## src/rtl/host_entry_ctrl.sv

```systemverilog
// Host secret-word entry sequencer: edge-detects keystrokes, filters and upper-cases
// letters, handles backspace/enter, and locks the word for the length of a game.
module host_entry_ctrl #(
   parameter int         WORD_LEN = 5,
   parameter int         IDX_W    = 3,
   parameter logic [7:0] BKSP     = 8'h08,
   parameter logic [7:0] ENTER    = 8'h0D,
   parameter logic [7:0] BLANK    = 8'h5F
) (
   input  logic             clk,
   input  logic             nRst,
   input  logic             key_ready,
   input  logic [7:0]       setLetter,
   input  logic             toggle_state,
   input  logic             gameEnd_host,
   output logic             wr_en,
   output logic [IDX_W-1:0] wr_idx,
   output logic [7:0]       wr_data,
   output logic             clr_word,
   output logic             word_commit,
   output logic             word_locked,
   output logic [IDX_W:0]   letter_cnt,
   output logic             key_err,
   output logic [1:0]       state
);

   typedef enum logic [1:0] {IDLE = 2'd0, ENTRY = 2'd1, LOCKED = 2'd2} state_t;

   typedef struct packed {
      logic             wr_en;
      logic [IDX_W-1:0] wr_idx;
      logic [7:0]       wr_data;
      logic             clr_word;
      logic             word_commit;
      logic             key_err;
   } resp_t;

   localparam logic [IDX_W:0] FULL = WORD_LEN[IDX_W:0];
   localparam logic [IDX_W:0] ONE  = (IDX_W+1)'(1);

   state_t         state_q, state_n;
   resp_t          rsp_q, rsp_n;
   logic [IDX_W:0] cnt_q, cnt_n;
   logic [IDX_W:0] cnt_dec;
   logic           key_ready_q;
   logic           key_ev;
   logic           is_up, is_lo;
   logic [7:0]     up_char;

   // Edge register runs in every state so a key held across a state change
   // cannot produce a second event.
   assign key_ev  = key_ready & ~key_ready_q;
   assign is_up   = (setLetter >= 8'h41) && (setLetter <= 8'h5A);
   assign is_lo   = (setLetter >= 8'h61) && (setLetter <= 8'h7A);
   assign up_char = is_lo ? (setLetter - 8'h20) : setLetter;
   assign cnt_dec = cnt_q - ONE;

   always_ff @(posedge clk or posedge nRst) begin
      if (nRst) begin
         state_q     <= IDLE;
         rsp_q       <= '0;
         cnt_q       <= '0;
         key_ready_q <= 1'b0;
      end else begin
         state_q     <= state_n;
         rsp_q       <= rsp_n;
         cnt_q       <= cnt_n;
         key_ready_q <= key_ready;
      end
   end

   always_comb begin
      state_n = state_q;
      cnt_n   = cnt_q;
      rsp_n   = '0;
      case (state_q)
         IDLE: begin
            // gameEnd wins priority here even though it has nothing to do
            if (!gameEnd_host && toggle_state) begin
               state_n        = ENTRY;
               cnt_n          = '0;
               rsp_n.clr_word = 1'b1;
            end
         end
         ENTRY: begin
            if (gameEnd_host) begin
               state_n        = IDLE;
               cnt_n          = '0;
               rsp_n.clr_word = 1'b1;
            end else if (key_ev) begin
               if (is_up || is_lo) begin
                  if (cnt_q < FULL) begin
                     rsp_n.wr_en   = 1'b1;
                     rsp_n.wr_idx  = cnt_q[IDX_W-1:0];
                     rsp_n.wr_data = up_char;
                     cnt_n         = cnt_q + ONE;
                  end else begin
                     rsp_n.key_err = 1'b1;
                  end
               end else if (setLetter == BKSP) begin
                  if (cnt_q != '0) begin
                     rsp_n.wr_en   = 1'b1;
                     rsp_n.wr_idx  = cnt_dec[IDX_W-1:0];
                     rsp_n.wr_data = BLANK;
                     cnt_n         = cnt_dec;
                  end else begin
                     rsp_n.key_err = 1'b1;
                  end
               end else if (setLetter == ENTER) begin
                  if (cnt_q == FULL) begin
                     state_n           = LOCKED;
                     rsp_n.word_commit = 1'b1;
                  end else begin
                     rsp_n.key_err = 1'b1;
                  end
               end else begin
                  rsp_n.key_err = 1'b1;
               end
            end
         end
         LOCKED: begin
            if (gameEnd_host) begin
               state_n        = IDLE;
               cnt_n          = '0;
               rsp_n.clr_word = 1'b1;
            end
         end
         default: begin
            state_n = IDLE;
            cnt_n   = '0;
         end
      endcase
   end

   assign wr_en       = rsp_q.wr_en;
   assign wr_idx      = rsp_q.wr_idx;
   assign wr_data     = rsp_q.wr_data;
   assign clr_word    = rsp_q.clr_word;
   assign word_commit = rsp_q.word_commit;
   assign key_err     = rsp_q.key_err;
   assign word_locked = (state_q == LOCKED);
   assign letter_cnt  = cnt_q;
   assign state       = state_q;

endmodule

```

## config.mk

```make
export PLATFORM = sky130hd
export DESIGN_NAME = host_entry_ctrl
export DESIGN_NICKNAME = d
export VERILOG_FILES = /design/src/rtl/host_entry_ctrl.sv
export SDC_FILE = /design/constraint.sdc
export NUM_CORES = 1
export LEC_CHECK = 0
export CAP_MARGIN = 5
export CORE_MARGIN = 8
export CORE_UTILIZATION = 40
export CTS_CLUSTER_DIAMETER = 150
export DETAILED_ROUTE_END_ITERATION = 16
export PLACE_DENSITY = 0.69
export SYNTH_ARGS = -nofsm -noshare
export SYNTH_HDL_FRONTEND = slang
export SYNTH_SLANG_ARGS = --single-unit
```

## constraint.sdc

```tcl
create_clock -name clk -period 5.3 [get_ports clk]
set_input_delay 1.06 -clock clk [delete_from_list [all_inputs] [get_ports clk]]
set_output_delay 1.06 -clock clk [all_outputs]
set_load 0.05 [all_outputs]
```

==> metrics.yaml <==
timing:
  rsz0062_at_grt: "false"
  worst_pin_slew_ns: 0.8436
  hold_violations: 0
  max_clock_freq_mhz: 324.0
  fin_crit_ns: 3.086
  slew_headroom_pct: 43.70
  finalMaxSlewViolations: 0
  post-route-period-util_pct: 58.23
  setup_viol: 0
  fin_setup_tns_ns: 0
  fin_skew_ns: 0.004516
cells_and_area:
  antenna_cells: 0
  syn2layout_area_growth_pct: 31.74
  multi_input_comb_area_um2: 631.9
  nNetsFinal: 181
  layout_commonest_cell: "clkdlybuf4s50_1"
  finalInstanceArea_um2: 1652
  drive_above_1_share_pct: 8.861
  layout_common_cells: "34 x clkdlybuf4s50_1, 22 x dfrtp_1, 13 x a21oi_1"
  fillers: 271
  register_area_um2: 550.5
min_path:
  hp-start: "state[0]"
  holdPathStages: 1
  hold-path-endpoint: "state[0]"
  hp-class: "reg2reg"
cts:
  cts.root.buffer_cell: "clkbuf_4"
  htree_num_levels: 1
  cts_tree: "done"
  cts.sinks: 22
  clk_pin_slew_ns: 0.13
  cts_max_path_buffers: 2
  clk_latency_ns: 0.31
  post_cts.repair.setup_buffers: 0
  cts_buffers: 3
  cts_resized: 0
  cts_hold_buf: 0
global_routing:
  grt.overflow.total: 0
  grt_pass1_vias: 1011
  grt_usage_pct: 11.75
  grt_pass1_wl_um: 4905
  antenna_found_initial: 0
  grt_max_degree: 23
flow_run:
  drv_cap: 0
power:
  power_leakage_nw: 0.7041
  ir_drop_v: 0.0001510
  p_per_area_nw_per_um2: 257.3
floorplanning:
  rows: 20
  io-pin-count: 35
  dieWidth_um: 71.99
  dieArea_um2: 5182
  initial_core_util_pct: 41.40
  die_y_um: 71.99
  coreArea_um2: 3028
route:
  firstDrtPassIters: 5
  wl_per_cell_um: 14.69
  wl_met3_um: 160
  maxUsedRoutingLayer: "met4"
  drc_errors: 0
  viasPerCell: 5.297
  drtIter0Drc: 63
  totalWireLength_um: 2967
  num_vias: 1070
  dr_wl_met2_um: 1384
  postRouteAntennaNets: 0
  wl_met1_um: 1369
worst_setup_path:
  worstPathArrival_ns: 3.33
  rrSetupSlack_ns: 2.72
  r2r-end: "wr_data[1]"
  start_kind: "input pin"
  required_ns: 5.55
  endpoint_kind: "flip-flop"
  crit_type: "in2reg"
  r2r-start: "letter_cnt[0]"
  cp_max_fo: 8
  r2r_cells: 8
yosys:
  yosys.area.top_type_share_pct: 43.91
  async_flop_share_pct: 100.0
  yosys_warnings: 0
  synth.distinct_cells: 36
  synth-edff-count: 0
  ys_seq_elements: 22
  syn_inst: 125
  ys.flop_type: "dfrtp_1"
  syn_nets: 147
  synth_area_um2: 1254
  synth_area_leader_cell: "dfrtp_1"
  netlist_top_cells_area: "dfrtp_1 44%, ha_1 9.0%, a21oi_1 5.2%, o21a_1 3.6%, inv_1 3.0%"
  avgSynthCellArea_um2: 10.03
  yosysSeqAreaShare_pct: 43.91
status:
  status: "finished clean"
place:
  dp_hpwl_um: 2306
  portBuffers: 34
  dpl_cell_area_um2: 1615
  place_congestion: 0.9231
## state kept, by name (all words and copies together), names as in the netlist
register and cells:
clr_word 1, state 2, wr_data 8, wr_en 1
word_commit 1, letter_cnt 4, key_err 1, wr_idx 3
key_ready_q 1
## cell families (layout without fill, tap and decap cells)
group	after synthesis	count (layout)	synth area share (%)
AO/OA/AOI/OAI	41	41	23.45
AND/OR/NAND/NOR	34	34	14.77
adder cells (fa/ha/maj)	9	9	8.982
buffers and inverters	15	48	5.689
flip-flops	22	22	43.91
multiplexers	3	3	2.894
other	1	1	0.2991
## per-stage QoR
step            power, W  util (%)  instances  hold slack, ns  worst slack, ns
5_1_grt        0.0004464     54.55        202          0.6558            2.065
4_1_cts        0.0004261     54.55        202          0.6234            2.228
3_3_place_gp   0.0003305     53.35        198          0.5782            1.910
6_report       0.0004249     54.55        202          0.6182            2.214
3_5_place_dp   0.0003324     53.35        198          0.5948            1.893
2_1_floorplan  0.0002842         -        125          0.7960            2.688
## power by group
group / internal, W / leakage, nW / total, W / switching, W
registers: 0.000178 / 0.298 / 0.000185 / 0.00000773
logic: 0.0000532 / 0.385 / 0.000145 / 0.0000916
clock network: 0.0000420 / 0.0210 / 0.0000948 / 0.0000528
## worst max-delay path, cell delays in order
cell and delay (ns):
clkdlybuf4s50_1 0.54, or4_4 0.59, o221ai_2 0.22, a21o_1 0.30, mux2_4 0.34, nor2_1 0.09
a2bb2oi_1 0.18
## synthesized netlist by cell type (all sizes together), types with 2 or more instances
master,n
buf,2
a21o,3
mux2,2
inv,10
clkbuf,3
nand2,5
a31oi,2
nand2b,2
nor4,4
nor2,10
o21ai,4
o211ai,3
a211oi,3
dfrtp,22
ha,9
o31ai,2
nor3,5
nand3,2
a21oi,13
o21a,6
## final cells by class
type | instances | share of cell area, %
repair buffers | 34 | 20.61
clock buffers | 4 | 2.197
well taps | 44 | 3.333
flip-flops and latches | 22 | 33.33
inverters | 10 | 2.273
multi-input cells | 88 | 38.26
## metal layers
layer / track usage, % / vias up
met5: 0 / -
met4: 6.122 / 0
met3: 2.066 / 5
met2: 17.51 / 38
met1: 15.76 / 512
li1: - / 515
## worst max path at each step
stage | end | startpoint | slack, ns | depth (start not counted)
final | letter_cnt[3] | setLetter[0] | 2.21 | 7
after global routing | letter_cnt[2] | setLetter[1] | 2.06 | 7
after CTS | letter_cnt[3] | setLetter[0] | 2.23 | 7
after detailed placement | letter_cnt[3] | setLetter[0] | 1.89 | 7
after global placement | letter_cnt[3] | setLetter[0] | 1.91 | 7
after floorplan | letter_cnt[3] | setLetter[0] | 2.69 | 7
Note: power is estimated with default switching activity, not from simulation.
==> variant (same flow settings) <==
Set the parameter `IDX_W` to 2 (it was 3).
--- a/src/rtl/host_entry_ctrl.sv
+++ b/src/rtl/host_entry_ctrl.sv
@@ -2,7 +2,7 @@
 // letters, handles backspace/enter, and locks the word for the length of a game.
 module host_entry_ctrl #(
    parameter int         WORD_LEN = 5,
-   parameter int         IDX_W    = 3,
+   parameter int         IDX_W    = 2,
    parameter logic [7:0] BKSP     = 8'h08,
    parameter logic [7:0] ENTER    = 8'h0D,
    parameter logic [7:0] BLANK    = 8'h5F
Interface: changed (resized letter_cnt and wr_idx); port bits go from 35 to 33. The function was not compared with the original's and may differ.
==> variant against the original RTL <==
  * Total power rose by 18%
  * Clock skew fell by 0.0030 ns
  * Cell area fell by 5.8%
  * Via count fell by 8.4%
  * First-iteration DRC count fell by 43%
  * Routed wire length fell by 14%
  * Worst setup slack improved by 0.15 ns
  * Sequential cell count fell by 2
  * Area after synthesis fell by 7.9%
  * Cell count fell by 10%
  * Largest cell class unchanged
  * Highest routed layer unchanged
==> variant: results (changes against the original RTL) <==
- Met2 Use GR: 0.1609 (-0.01424)
- Sequential fraction of design power: 0.363 (-0.073)
- Met1 usage: 0.1339 (-0.02374)
- Syn nets: 138 (-6.1%)
- Fraction of area in multi-input gates: 0.3870 (+0.004391)
- Leak: 0.0006634 uW (-5.8%)
- Placed instance area: 1503 um2 (-7.0%)
- Post-synthesis compound-gate area fraction: 0.1788 (-0.05577)
- Syn Area/Cell: 10.04 um2 (+0.13%)
- Status: complete, no violations
- P_sw: 186.9 uW (+23%)
- Drt first-iter violations: 36 (-43%)
- Slowest stage delay, CP: 0.48 ns (-0.11 ns)
- Clock sink count: 20 (-9.1%)
- Post-Synth Adder-Cell Area: 0.1083 (+0.01852)
- Sequential logic power: 181 uW (-2%)
- DP HPWL: 2.021 mm (-12%)
- Final Skew: 0.001492 ns (-0.003023 ns)
- GRT Resource Usage Total: 0.1050 (-0.01245)
- Combinational Power Share: 0.383 (+0.042)
- Vias in the first global route: 961 (-4.9%)
- Inverters excl. clock: 11 (+1)
- Worst-path maximum fanout: 5 (-3)
- Crit-path slowest cell: clkdlybuf4s50_1
- CP Data Arrival Time: 3.14 ns (-0.19 ns)
- 1st-pass router iterations: 4 (-1)
- Pin count of the biggest net entering global routing: 21 (-8.7%)
- First-pass GRT wire length: 4.353 mm (-11%)
- Multi-In Gates: 83 (-5.7%)
- Met3 wire length: 212 um (+33%)
- Met3 usage: 0.04006 (+0.01940)
- Max IR drop VDD: 0.3077 mV (+100%)
- Met1 wire length: 1.134 mm (-17%)
- FF/Latch Area: 500.5 um2 (-9.1%)
- FILL cells: 248 (-8.5%)
- Routed met2 length: 1.177 mm (-15%)
- Synth top area cells: dfrtp_1, ha_1, nand2b_1, inv_1, nand2_1
- Non-clk bufs: 32 (-5.9%)
-- variant: cell types whose count changed after synthesis, moves of 4 or more --
cell and change:
nand2b_1 +5, nand2_1 +5, a21oi_1 -6, nor3_1 -4
-- variant: per-stage QoR --
step,setup WS [ns],util,std cells
final,2.360,0.5640,181
after CTS,2.360,0.5640,181
after detailed placement,2.047,0.5449,177
after floorplan,2.686,-,115
after global placement,2.061,0.5449,177
after global routing,2.250,0.5640,181
-- variant: worst paths after layout --
path / start / endpoint / slack [ns] / depth (start not counted)
hold / removal: state[1] / state[1] / 0.66 / 2
setup reg to reg: letter_cnt[0] / letter_cnt[0] / 3.20 / 7
hold reg to reg: state[1] / state[1] / 0.66 / 2
max in group asynchronous: nRst / state[1] / 3.67 / 2
setup / recovery: setLetter[5] / letter_cnt[2] / 2.36 / 7
min in group asynchronous: nRst / wr_data[5] / 1.17 / 2
